**src/rtl/axis_pkg.sv**
```systemverilog
// Shared AXI-Stream definitions: default data width, output-gate states and
// pointer sizing used by the packet FIFO and its RAM.
package axis_pkg;

    localparam int AXIS_DATA_W = 8;

    typedef enum logic [1:0] {
        GATE_WAIT,
        GATE_SEND,
        GATE_FORCE
    } gate_state_t;

    // One extra bit above the address lets full and empty be told apart
    function automatic int ptr_w(input int depth);
        return $clog2(depth) + 1;
    endfunction

endpackage

```
**src/rtl/axis_pkt_fifo_if.sv**
```systemverilog
// AXI-Stream beat bundle; the producer side takes the master modport and the
// consumer side takes the slave modport.
interface axis_pkt_fifo_if
    import axis_pkg::*;
#(
    parameter int DATA_W = AXIS_DATA_W
);
    logic              tvalid;
    logic              tready;
    logic [DATA_W-1:0] tdata;
    logic              tlast;

    modport master (output tvalid, output tdata, output tlast, input tready);
    modport slave  (input tvalid, input tdata, input tlast, output tready);
endinterface

```
**src/rtl/axis_fifo_ram.sv**
```systemverilog
// Simple dual-port storage for the packet FIFO: synchronous write, asynchronous read.
module axis_fifo_ram #(
    parameter int WIDTH = 9,
    parameter int DEPTH = 16,
    parameter int AW    = $clog2(DEPTH)
) (
    input  logic             axis_clk,
    input  logic             we,
    input  logic [AW-1:0]    waddr,
    input  logic [WIDTH-1:0] wdata,
    input  logic [AW-1:0]    raddr,
    output logic [WIDTH-1:0] rdata
);

    logic [WIDTH-1:0] mem [DEPTH];

    always_ff @(posedge axis_clk) begin
        if (we) begin
            mem[waddr] <= wdata;
        end
    end

    assign rdata = mem[raddr];

endmodule

```
**src/rtl/axis_pkt_fifo.sv**
```systemverilog
// AXI-Stream packet FIFO with occupancy and packet counters. Defining
// AXIS_PKT_FIFO_STORE_FWD_EN holds output until a whole packet is buffered.
module axis_pkt_fifo
    import axis_pkg::*;
#(
    parameter int DATA_W = AXIS_DATA_W,
    parameter int DEPTH  = 16
) (
    input  logic                    axis_clk,
    input  logic                    resetn,
    axis_pkt_fifo_if.slave          s_axis,
    axis_pkt_fifo_if.master         m_axis,
    output logic [ptr_w(DEPTH)-1:0] occupancy,
    output logic [ptr_w(DEPTH)-1:0] pkt_count
);

    localparam int PW = ptr_w(DEPTH);
    localparam int AW = PW - 1;

    logic [PW-1:0] wr_ptr, rd_ptr, wr_ptr_nxt, rd_ptr_nxt;
    logic [PW-1:0] occupancy_nxt, pkt_count_nxt;
    logic          s_ready_q, empty, full_nxt;
    logic          wr_en, rd_en, wr_last, rd_last, m_valid;
    logic [DATA_W:0] rd_word;

    axis_fifo_ram #(
        .WIDTH (DATA_W + 1),
        .DEPTH (DEPTH),
        .AW    (AW)
    ) u_ram (
        .axis_clk (axis_clk),
        .we       (wr_en),
        .waddr    (wr_ptr[AW-1:0]),
        .wdata    ({s_axis.tlast, s_axis.tdata}),
        .raddr    (rd_ptr[AW-1:0]),
        .rdata    (rd_word)
    );

    assign empty      = (wr_ptr == rd_ptr);
    assign wr_en      = s_axis.tvalid && s_ready_q;
    assign rd_en      = m_valid && m_axis.tready;
    assign wr_last    = wr_en && s_axis.tlast;
    assign rd_last    = rd_en && rd_word[DATA_W];
    assign wr_ptr_nxt = wr_ptr + PW'(wr_en);
    assign rd_ptr_nxt = rd_ptr + PW'(rd_en);
    assign full_nxt   = (wr_ptr_nxt[PW-1] != rd_ptr_nxt[PW-1]) &&
                        (wr_ptr_nxt[AW-1:0] == rd_ptr_nxt[AW-1:0]);

    assign s_axis.tready = s_ready_q;
    assign m_axis.tvalid = m_valid;
    assign m_axis.tdata  = m_valid ? rd_word[DATA_W-1:0] : '0;
    assign m_axis.tlast  = m_valid && rd_word[DATA_W];

    // Counters move only when exactly one side of the FIFO transfers
    always_comb begin
        occupancy_nxt = occupancy;
        pkt_count_nxt = pkt_count;
        case ({wr_en, rd_en})
            2'b10:   occupancy_nxt = occupancy + PW'(1);
            2'b01:   occupancy_nxt = occupancy - PW'(1);
            default: occupancy_nxt = occupancy;
        endcase
        case ({wr_last, rd_last})
            2'b10:   pkt_count_nxt = pkt_count + PW'(1);
            2'b01:   pkt_count_nxt = pkt_count - PW'(1);
            default: pkt_count_nxt = pkt_count;
        endcase
    end

    // Ready is registered from next-cycle fullness, so it never follows the sink
    always_ff @(posedge axis_clk or negedge resetn) begin
        if (!resetn) begin
            wr_ptr    <= '0;
            rd_ptr    <= '0;
            s_ready_q <= 1'b0;
            occupancy <= '0;
            pkt_count <= '0;
        end else begin
            wr_ptr    <= wr_ptr_nxt;
            rd_ptr    <= rd_ptr_nxt;
            s_ready_q <= !full_nxt;
            occupancy <= occupancy_nxt;
            pkt_count <= pkt_count_nxt;
        end
    end

`ifdef AXIS_PKT_FIFO_STORE_FWD_EN
    gate_state_t state, state_nxt;
    logic        full;

    assign full = (wr_ptr[PW-1] != rd_ptr[PW-1]) && (wr_ptr[AW-1:0] == rd_ptr[AW-1:0]);

    always_ff @(posedge axis_clk or negedge resetn) begin
        if (!resetn) begin
            state <= GATE_WAIT;
        end else begin
            state <= state_nxt;
        end
    end

    // WAIT may present a beat as soon as a complete packet is counted
    always_comb begin
        m_valid = 1'b0;
        case (state)
            GATE_WAIT:  m_valid = (pkt_count != '0) && !empty;
            GATE_SEND:  m_valid = !empty;
            GATE_FORCE: m_valid = !empty;
            default:    m_valid = 1'b0;
        endcase
    end

    // FORCE drains a packet longer than the FIFO so the writer cannot stall forever
    always_comb begin
        state_nxt = state;
        case (state)
            GATE_WAIT: begin
                if (pkt_count != '0) begin
                    if (!(rd_last && pkt_count_nxt == '0)) begin
                        state_nxt = GATE_SEND;
                    end
                end else if (full) begin
                    state_nxt = GATE_FORCE;
                end
            end
            GATE_SEND: begin
                if (rd_last && pkt_count_nxt == '0) begin
                    state_nxt = GATE_WAIT;
                end
            end
            GATE_FORCE: begin
                if (rd_last) begin
                    state_nxt = GATE_WAIT;
                end
            end
            default: state_nxt = GATE_WAIT;
        endcase
    end
`else
    assign m_valid = !empty;
`endif

endmodule
```
**src/flat_wrapper.sv**
```systemverilog
// flat-port wrapper written by rule: the top's interface ports become plain ports
module axis_pkt_fifo_flat import axis_pkg::*;
#(
    parameter int DATA_W = AXIS_DATA_W,
    parameter int DEPTH  = 16
)
  (axis_clk, resetn, occupancy, pkt_count, s_axis_tvalid, s_axis_tdata, s_axis_tlast, s_axis_tready, m_axis_tvalid, m_axis_tdata, m_axis_tlast, m_axis_tready);
  axis_pkt_fifo_if #(.DATA_W(DATA_W)) s_axis_i ();
  axis_pkt_fifo_if #(.DATA_W(DATA_W)) m_axis_i ();
  input  logic axis_clk;
  input  logic resetn;
  output logic [ptr_w(DEPTH)-1:0] occupancy;
  output logic [ptr_w(DEPTH)-1:0] pkt_count;
  input wire logic [$bits(s_axis_i.tvalid)-1:0] s_axis_tvalid;
  input wire logic [$bits(s_axis_i.tdata)-1:0] s_axis_tdata;
  input wire logic [$bits(s_axis_i.tlast)-1:0] s_axis_tlast;
  output wire logic [$bits(s_axis_i.tready)-1:0] s_axis_tready;
  output wire logic [$bits(m_axis_i.tvalid)-1:0] m_axis_tvalid;
  output wire logic [$bits(m_axis_i.tdata)-1:0] m_axis_tdata;
  output wire logic [$bits(m_axis_i.tlast)-1:0] m_axis_tlast;
  input wire logic [$bits(m_axis_i.tready)-1:0] m_axis_tready;
  assign s_axis_i.tvalid = s_axis_tvalid;
  assign s_axis_i.tdata = s_axis_tdata;
  assign s_axis_i.tlast = s_axis_tlast;
  assign s_axis_tready = s_axis_i.tready;
  assign m_axis_tvalid = m_axis_i.tvalid;
  assign m_axis_tdata = m_axis_i.tdata;
  assign m_axis_tlast = m_axis_i.tlast;
  assign m_axis_i.tready = m_axis_tready;
  axis_pkt_fifo #(.DATA_W(DATA_W), .DEPTH(DEPTH)) u_core (.axis_clk(axis_clk), .resetn(resetn), .s_axis(s_axis_i), .m_axis(m_axis_i), .occupancy(occupancy), .pkt_count(pkt_count));
endmodule
```
**config.mk**
```make
export PLATFORM = sky130hd
export DESIGN_NAME = axis_pkt_fifo_flat
export DESIGN_NICKNAME = d
export VERILOG_FILES = /design/src/rtl/axis_pkg.sv /design/src/rtl/axis_pkt_fifo_if.sv /design/src/rtl/axis_fifo_ram.sv /design/src/rtl/axis_pkt_fifo.sv /design/src/flat_wrapper.sv
export SDC_FILE = /design/constraint.sdc
export NUM_CORES = 1
export LEC_CHECK = 0
export ABC_AREA = 1
export BUFFER_PORTS_ARGS = -buffer_cell sky130_fd_sc_hd__buf_2
export CORE_MARGIN = 2
export CORE_UTILIZATION = 30
export CTS_BUF_LIST = sky130_fd_sc_hd__clkbuf_8 sky130_fd_sc_hd__clkbuf_16
export CTS_CLUSTER_SIZE = 30
export DETAILED_ROUTE_END_ITERATION = 7
export MAX_ROUTING_LAYER = met4
export PLACE_DENSITY = 0.52
export SLEW_MARGIN = 20
export SYNTH_ARGS = -nofsm -noshare
export SYNTH_HDL_FRONTEND = slang
export SYNTH_SLANG_ARGS = --single-unit
```
**constraint.sdc**
```tcl
create_clock -name axis_clk -period 5 [get_ports axis_clk]
set_clock_uncertainty 0.05 [all_clocks]
set_input_delay 1.25 -clock axis_clk [delete_from_list [all_inputs] [get_ports axis_clk]]
set_output_delay 1.25 -clock axis_clk [all_outputs]
set_load 0.03 [all_outputs]
```
==> results.json <==
{
  "final_cells": 1031,
  "r2r-start": "u_core.rd_ptr[0]",
  "synth_top_area_cell": "edfxtp_1",
  "hold_start": "u_core.pkt_count[3]",
  "grt_pass1_vias": 4776,
  "drive_above_1_share_pct": 9.97,
  "reg2reg_slack_ns": 1.65,
  "yosysMostFrequentCell": "nand2_1",
  "grt_pass1_wl_um": 27800,
  "slew-limit-headroom_pct": 27.6,
  "crit_type": "flip-flop to output pin",
  "yosysSeqAreaShare_pct": 67.2,
  "pin_count": 34,
  "synth_cell_types": 25,
  "overflow": 0,
  "post_synth.cell_area_avg_um2": 10.7,
  "dp.cells": 999,
  "worstMarginPinSlew_ns": 1.08,
  "maxCapViolCount": 0,
  "cts-root-buf": "clkbuf_16",
  "total_power_mw": 5.28,
  "synth_top_area_share_pct": 59.9,
  "htreeDepth": 4,
  "cts_resized": 0,
  "endpoint_kind": "output pin",
  "core_area_um2": 23500,
  "clock_latency_ns": 0.43,
  "antenna_found_initial": 0,
  "rsz0062_at_grt": "no",
  "cp_max_fo": 16,
  "cts_buffers": 17,
  "final_core_util_pct": 34.7,
  "grt_max_degree": 83,
  "ys_warn_count": 0,
  "ys_top_cells_by_count": "nand2_1, edfxtp_1, nand3_1",
  "synth_compound_area_share_pct": 4.02,
  "clk_path_buf_depth": 2,
  "synthXorXnorAreaFrac_pct": 1.82,
  "dieArea_um2": 25300,
  "nNetsFinal": 725,
  "holdPathStages": 2,
  "setup_viol": 0,
  "synthFlopType": "edfxtp_1",
  "finalMaxSlewViolations": 0,
  "grtUsageTotal_pct": 14.8,
  "post-route-min-period_ns": 4.09,
  "hpwl_um": 10800,
  "hold_viol_final": 0,
  "synthesis.instances": 673,
  "num-fill-cells": 2396,
  "drt_pre_antenna_iters": 5,
  "ys_seq_elements": 165,
  "diodes": 0,
  "gp_congestion": 0.785,
  "reg2reg_depth": 18,
  "netlist_area_um2": 7210,
  "setup_tns_ns": 0,
  "crit_arrival_ns": 2.79,
  "required_ns": 3.70,
  "clkSlewWorstSetupHoldPaths_ns": 0.06,
  "synth_edf_count": 144,
  "crit_start": "u_core.rd_ptr[2]",
  "route.antenna.remaining_nets": 0,
  "post_synth_and_or_nand_nor_area_fraction_pct": 19.8,
  "synth_fa_ha_area_share_pct": 2.36,
  "area_delta_synth_final_pct": 13.4,
  "die_x_um": 159,
  "post-cts-setup-buffer-count": 0,
  "core.rowCount": 56,
  "drt_iter0_markers": 426,
  "status": "finished, final reports clean",
  "power_density_nw_per_um2": 646,
  "clkSinkCount": 165,
  "hold_path.class": "flip-flop to flip-flop",
  "fmax_mhz": 245,
  "wl_per_cell_um": 16.9,
  "cp-start-kind": "flip-flop",
  "num_vias": 4776,
  "synth-async-reset-ratio_pct": 12.7,
  "routed_wl_um": 17400,
  "holdPathEnd": "u_core.pkt_count[3]",
  "r2r_end": "u_core.pkt_count[4]",
  "cts_hold_buf": 0,
  "synth_top_family_by_area": "simple AND/OR/NAND/NOR gates",
  "layout_worst_path_cycle_share_pct": 81.8,
  "synthTopCellsByArea": "edfxtp_1, nand2_1, dfrtp_1",
  "via_per_inst": 4.63,
  "muxShareOfSynthArea_pct": 0,
  "initial_core_util_pct": 30.6,
  "io_buffer_count": 33,
  "drc_errors": 0,
  "ir_drop_mv": 0.413,
  "p_leak_nw": 3.25,
  "cts_tree": "yes",
  "synth_fp_nets": 699,
  "dieHeight_um": 159
}
-- routing by layer --
metal / up-vias / part of all wire (%) / global-route usage (%)
li1: 2314 / - / -
met1: 2311 / 49 / 20.8
met2: 139 / 45 / 22.1
met3: 12 / 4.8 / 3.15
met4: 0 / 0.73 / 3.35
met5: - / 0 / -
-- final cells by class --
type	count	area (um^2)	area share, %
sequential	165	4850	59.3
multi-input combinational	437	2020	24.7
clock buffer	17	425	5.20
tap	319	399	4.88
timing repair buffer	37	195	2.39
inverter	41	154	1.88
clock inverter	15	139	1.70
-- critical path: stages, from the launching register on --
cell	delay (ns)
dfrtp_1	0.74
inv_1	0.40
nor2_4	0.47
a21oi_1	0.15
nand3_1	0.11
nand2_1	0.06
nor2_1	0.20
buf_2	0.24
-- cells by family after synthesis --
| family | after synthesis |
|---|---|
| XOR/XNOR | 15 |
| adder cells (fa/ha/maj) | 13 |
| flip-flops | 165 |
| AND/OR/NAND/NOR | 352 |
| AO/OA/AOI/OAI | 57 |
| buffers and inverters | 71 |
-- state kept, by name, indices dropped and copies added, names as in the netlist --
signal,count
u_core.u_ram.mem,144
u_core.occupancy,5
u_core.pkt_count,5
u_core.rd_ptr,5
u_core.wr_ptr,5
u_core.s_axis.tready,1
-- worst max path at each step --
stage                                 end  cells after the start  slack, ns
after floorplan           m_axis_tdata[0]                      8       2.20
after global placement    m_axis_tdata[5]                      7       1.43
after detailed placement  m_axis_tdata[5]                      7       1.38
after CTS                 m_axis_tdata[4]                      7       0.92
after global routing      m_axis_tdata[5]                      7       0.71
final                     m_axis_tdata[5]                      7       0.91
-- cells in the final DEF, fill, tap and decap left out, drive strengths merged --
| cell type | instances |
|---|---|
| nand2 | 245 |
| dfrtp | 21 |
| o21ai | 13 |
| a21oi | 42 |
| clkinv | 9 |
| fa | 1 |
| xnor2 | 6 |
| nor2 | 35 |
| nand4 | 1 |
| inv | 42 |
| clkinvlp | 3 |
| a21o | 1 |
| xor2 | 9 |
| buf | 37 |
| edfxtp | 144 |
| clkbuf | 17 |
| ha | 12 |
| nand3 | 70 |
| bufinv | 2 |
| nand3b | 1 |
| o21bai | 1 |
-- report_power, final --
group | switching (mW) | internal, mW | leakage, nW
Clock | 0.533 | 0.727 | 0.273
Combinational | 1.55 | 0.614 | 1.43
Sequential | 0.137 | 1.72 | 1.54
-- metrics by stage --
stage               hold slack [ns]  setup slack [ns]  cell area (um^2)
CTS                           0.467             0.921              8180
global route                  0.508             0.712              8180
finish                        0.463             0.912              8180
detailed placement            0.452              1.38              7620
floorplan                     0.456              2.20              7210
global placement              0.447              1.43              7620
(Power assumes the default switching activity.)
